<file path="config.mk">
export PLATFORM = sky130hd
export DESIGN_NAME = multicycle_controller
export DESIGN_NICKNAME = d
export VERILOG_FILES = /design/src/rtl/multicycle_controller.sv
export SDC_FILE = /design/constraint.sdc
export NUM_CORES = 1
export LEC_CHECK = 0
export CAP_MARGIN = 40
export CELL_PAD_IN_SITES_DETAIL_PLACEMENT = 1
export CELL_PAD_IN_SITES_GLOBAL_PLACEMENT = 1
export CORE_UTILIZATION = 36
export CTS_BUF_LIST = sky130_fd_sc_hd__clkbuf_8
export DETAILED_ROUTE_END_ITERATION = 12
export GPL_ROUTABILITY_DRIVEN = 0
export HOLD_SLACK_MARGIN = 0.05
export PLACE_DENSITY_LB_ADDON = 0.1
export RECOVER_POWER = 50
export SLEW_MARGIN = 20
export SYNTH_ARGS = -nofsm -noshare
export SYNTH_HDL_FRONTEND = slang
export SYNTH_SLANG_ARGS = --single-unit
</file>
<file path="constraint.sdc">
create_clock -name clock -period 2.12 [get_ports clock]
set_input_delay 0.318 -clock clock [delete_from_list [all_inputs] [get_ports clock]]
set_output_delay 0.318 -clock clock [all_outputs]
set_load 0.01 [all_outputs]
</file>
<file path="src/rtl/multicycle_controller.sv">
// Multicycle RV32 control FSM with a ready-wait timeout trap.
// Define MULDIV_EN to sequence an external multicycle mul/div unit.
module multicycle_controller #(
   parameter int unsigned MEM_TIMEOUT = 255
) (
   input  logic       clock,
   input  logic       reset,
   input  logic [6:0] inst_opcode,
   input  logic [6:0] inst_funct7,
   input  logic       imem_ready,
   input  logic       dmem_ready,
   input  logic       muldiv_done,
   output logic       imem_req,
   output logic       ir_write,
   output logic       pc_write,
   output logic       dmem_req,
   output logic       dmem_write,
   output logic       reg_write,
   output logic       muldiv_start,
   output logic [2:0] state,
   output logic       trap
);

   typedef enum logic [2:0] {
      S_FETCH   = 3'd0,
      S_DECODE  = 3'd1,
      S_EXECUTE = 3'd2,
      S_MEMORY  = 3'd3,
      S_WB      = 3'd4,
      S_TRAP    = 3'd5,
      S_BAD6    = 3'd6,
      S_BAD7    = 3'd7
   } state_e;

   localparam logic [6:0] OP_LOAD   = 7'b0000011;
   localparam logic [6:0] OP_STORE  = 7'b0100011;
   localparam logic [6:0] OP_OP     = 7'b0110011;
   localparam logic [6:0] OP_IMM    = 7'b0010011;
   localparam logic [6:0] OP_LUI    = 7'b0110111;
   localparam logic [6:0] OP_AUIPC  = 7'b0010111;
   localparam logic [6:0] OP_JAL    = 7'b1101111;
   localparam logic [6:0] OP_JALR   = 7'b1100111;
   localparam logic [6:0] OP_BRANCH = 7'b1100011;
   localparam logic [6:0] OP_MISC   = 7'b0001111;
   localparam logic [6:0] OP_SYSTEM = 7'b1110011;

   localparam logic [15:0] TMO = 16'(MEM_TIMEOUT);

   state_e      state_q, state_d;
   logic [15:0] wait_q, wait_d, wait_inc;
   logic        busy_q, busy_d;
   logic        timeout;
   logic        legal, is_load, is_store, is_ctl, is_mul;

   always_comb begin
      legal = 1'b0;
      case (inst_opcode)
         OP_LOAD, OP_STORE, OP_OP, OP_IMM, OP_LUI, OP_AUIPC,
         OP_JAL, OP_JALR, OP_BRANCH, OP_MISC, OP_SYSTEM:
            legal = 1'b1;
         default:
            legal = 1'b0;
      endcase
   end

   assign is_load  = (inst_opcode == OP_LOAD);
   assign is_store = (inst_opcode == OP_STORE);
   assign is_ctl   = (inst_opcode == OP_BRANCH) |
                     (inst_opcode == OP_MISC) |
                     (inst_opcode == OP_SYSTEM);

`ifdef MULDIV_EN
   assign is_mul = (inst_opcode == OP_OP) &&
                   (inst_funct7 == 7'b0000001);
`else
   // funct7 only matters for M-extension sequencing
   logic unused_funct7;
   assign unused_funct7 = ^inst_funct7;
   assign is_mul        = 1'b0;
`endif

   // Saturating wait counter; cleared on every state change
   assign wait_inc = (wait_q == 16'hFFFF) ? wait_q : wait_q + 16'd1;
   assign timeout  = (wait_q >= TMO);

   always_ff @(posedge clock) begin
      if (reset) begin
         state_q <= S_FETCH;
         wait_q  <= '0;
         busy_q  <= 1'b0;
      end else begin
         state_q <= state_d;
         wait_q  <= wait_d;
         busy_q  <= busy_d;
      end
   end

   always_comb begin
      state_d      = state_q;
      wait_d       = wait_q;
      busy_d       = busy_q;
      imem_req     = 1'b0;
      ir_write     = 1'b0;
      pc_write     = 1'b0;
      dmem_req     = 1'b0;
      dmem_write   = 1'b0;
      reg_write    = 1'b0;
      muldiv_start = 1'b0;
      trap         = 1'b0;

      unique case (state_q)
         S_FETCH: begin
            imem_req = 1'b1;
            if (imem_ready) begin
               ir_write = 1'b1;
               state_d  = S_DECODE;
            end else if (timeout) begin
               state_d = S_TRAP;
            end else begin
               wait_d = wait_inc;
            end
         end
         S_DECODE: begin
            state_d = legal ? S_EXECUTE : S_TRAP;
         end
         S_EXECUTE: begin
            unique case (1'b1)
               is_mul: begin
                  // done is only meaningful after the start pulse
                  muldiv_start = !busy_q;
                  busy_d       = 1'b1;
                  if (busy_q && muldiv_done) begin
                     state_d = S_WB;
                  end else if (timeout) begin
                     state_d = S_TRAP;
                  end else begin
                     wait_d = wait_inc;
                  end
               end
               is_load | is_store: begin
                  state_d = S_MEMORY;
               end
               is_ctl: begin
                  pc_write = 1'b1;
                  state_d  = S_FETCH;
               end
               default: begin
                  state_d = S_WB;
               end
            endcase
         end
         S_MEMORY: begin
            dmem_req   = 1'b1;
            dmem_write = is_store;
            if (dmem_ready) begin
               if (is_store) begin
                  pc_write = 1'b1;
                  state_d  = S_FETCH;
               end else begin
                  state_d = S_WB;
               end
            end else if (timeout) begin
               state_d = S_TRAP;
            end else begin
               wait_d = wait_inc;
            end
         end
         S_WB: begin
            reg_write = 1'b1;
            pc_write  = 1'b1;
            state_d   = S_FETCH;
         end
         S_TRAP: begin
            trap = 1'b1;
         end
         S_BAD6, S_BAD7: begin
            state_d = S_TRAP;
         end
         default: begin
            state_d = S_TRAP;
         end
      endcase

      if (state_d != state_q) begin
         wait_d = '0;
      end
      if (state_d != S_EXECUTE) begin
         busy_d = 1'b0;
      end

      // Nothing is requested or written while reset is held
      if (reset) begin
         imem_req     = 1'b0;
         ir_write     = 1'b0;
         pc_write     = 1'b0;
         dmem_req     = 1'b0;
         dmem_write   = 1'b0;
         reg_write    = 1'b0;
         muldiv_start = 1'b0;
         trap         = 1'b0;
      end
   end

   assign state = state_q;

endmodule
</file>
==> flow_summary.yaml <==
routing:
  vias: 1116
  drt_iter0_drc: 57
  wirelength_mm: 2.99
  wl_per_cell_um: 13.7
  drc: 0
  via_per_inst: 5.12
  first_pass_iters: 4
  ant_nets: 0
pwr:
  vdd_drop_max_uv: 370
  powerDensity_nw_per_um2: 515
  power.leakage_uw: 0.000614
global_routing:
  grt_pass1_wl_mm: 5.24
  grt_max_degree: 14
  antenna_found_initial: 0
  gr-usage-all-layers: 0.200
  grt_pass1_vias: 1136
  overflow: 0
sta:
  finalSetupViolations: 0
  period_share: 0.960
  hold_violations: 0
  finalClockSkew_ns: 0.00591
  report.final.slew_viol_count: 0
  rsz0062_at_grt: "false"
  min_period_ns: 2.04
  fmax_mhz: 491
  finalSetupTns_ns: 0
final_layout:
  nets: 195
  diodes: 0
  ff_latch_area_um2: 382
  synthToLayoutAreaGrowth_pct: 39.5
  final_common_cell: "buf_4"
  layout_common_cells: "buf_4 (21), dfxtp_1 (18), nor2_1 (16)"
  fillCellCount: 370
  final_cell_count_no_fill: 218
  multiInputGateArea_um2: 761
  drive_gt1_frac: 0.253
critical_path:
  worstSetupStartpointType: "input pin"
  required_ns: 1.80
  crit_type: "in2out"
  critPathMaxFanout: 9
  crit_start: "reset"
  cp_data_arrival_time_ns: 1.72
  reg2reg_from: "wait_q[11]"
  crit_path_end_kind: "primary output"
placed_design:
  dp.cells: 211
  hpwl_mm: 2.21
  io_buffers: 20
synth:
  yosys-top-cells-area: "dfxtp_1 (33%), nor2_1 (5.6%), and2_1 (5.5%), xnor2_1 (4.6%), nor4_4 (3.7%)"
  yosys.area.top_type_share: 0.332
  syn_avg_cell_area_um2: 8.43
  synth_fp_nets: 156
  synth_area_um2: 1150
  synthArstFlopShare: 0
  synth_ff_type: "dfxtp_1"
  ys_ff_latch: 19
  yosys_warnings: 0
  ys_seq_area_frac: 0.332
  synth_cell_types: 47
  yosys.area.top_type: "dfxtp_1"
  synth_cells: 136
  synth-edff-count: 0
cts:
  cts_num_sinks: 19
  cts.htree.levels: 1
  cts_tree: "done"
  cts_buffers: 3
  clk_pin_slew_worst_paths_ns: 0.07
  cts-root-buf: "clkbuf_8"
  holdBufCountCts: 0
  clock_latency_ns: 0.26
  cts_buffer_depth: 2
die:
  core_um2: 3030
  initial_core_util: 0.379
  ios: 30
  rows: 20
  dieArea_um2: 3410
  die_h_um: 58.4
  die_x_um: 58.4
status:
  status: "finished clean"
min_path:
  min_from: "wait_q[9]"
  hold_class: "reg2reg"
run:
  maxCapViolations: 0
[per-layer routing]
metal	vias up	wire, um	track usage
met1	532	1340	0.244
met3	5	107	0.0308
met5	-	0	0
met2	23	1470	0.358
li1	556	-	-
met4	0	62	0.0646
[state kept, by name, indices dropped and copies added (netlist names)]
name	cells
wait_q	16
state	3
[repair_timing]
action,CTS,global route
gates resized for setup,21,6
pin swaps,3,4
setup endpoints to repair,4,12
buffers inserted,3,0
[cell usage after synthesis (2+ instances only)]
cell	instances
nor3_1	6
nand3b_1	2
and2_1	10
nand2b_1	2
xnor2_1	6
o211ai_2	2
clkbuf_1	3
nand2_1	8
nor4_4	2
or3_1	2
nor2b_1	2
nor4_1	4
nor3b_1	2
o21ai_0	3
dfxtp_1	19
o31a_1	3
nand3_1	6
a21oi_1	4
nand4_1	2
inv_1	4
xor2_1	2
nor2_1	17
[metrics by stage]
step	hold slack [ns]	area [um2]	setup slack, ns	util	power [uW]
after global routing	0.509	1600	0.00874	0.528	866
after floorplan	0.451	1150	0.412	-	478
final	0.489	1600	0.0847	0.528	823
after detailed placement	0.474	1500	-0.425	0.495	572
after global placement	0.464	1500	-0.395	0.495	566
after CTS	0.496	1590	0.0195	0.525	831
[where the power goes]
part	internal (uW)	leakage, uW	switching (uW)
Sequential	364	0.000154	11.5
Clock	131	0.0000255	123
Combinational	98.1	0.000435	95.8
[critical path: stages]
cell and delay [ns]:
clkdlybuf4s50_1 0.46, buf_4 0.20, nor3_1 0.17, clkdlybuf4s50_1 0.56
[final cells by class]
class,count,area share
clock buffer,3,0.0258
clock inverter,1,0.00313
inverter,4,0.00939
multi-input combinational,106,0.476
sequential,19,0.239
tap,44,0.0344
timing repair buffer,41,0.213
[path summary, 6_finish.rpt]
kind	to	slack, ns	depth (start not counted)
setup / recovery	reg_write	0.08	4
hold reg to reg	wait_q[9]	0.49	1
hold / removal	wait_q[9]	0.49	1
setup reg to reg	wait_q[11]	0.26	5
[kinds of logic (layout without fill, tap and decap cells)]
| group | after synthesis | after routing | share of synthesized area |
|---|---|---|---|
| and+or+nand+nor | 72 | 72 | 0.371 |
| AOI/OAI and AO/OA | 23 | 23 | 0.166 |
| DFF | 19 | 19 | 0.332 |
| buffers and inverters | 11 | 49 | 0.0469 |
| xor gates and xnor gates | 8 | 8 | 0.0611 |
| adders and majority gates | 1 | 1 | 0.0109 |
| other | 1 | 1 | 0.00327 |
| muxes | 1 | 1 | 0.00873 |
Note: power is estimated with default switching activity, not from simulation.
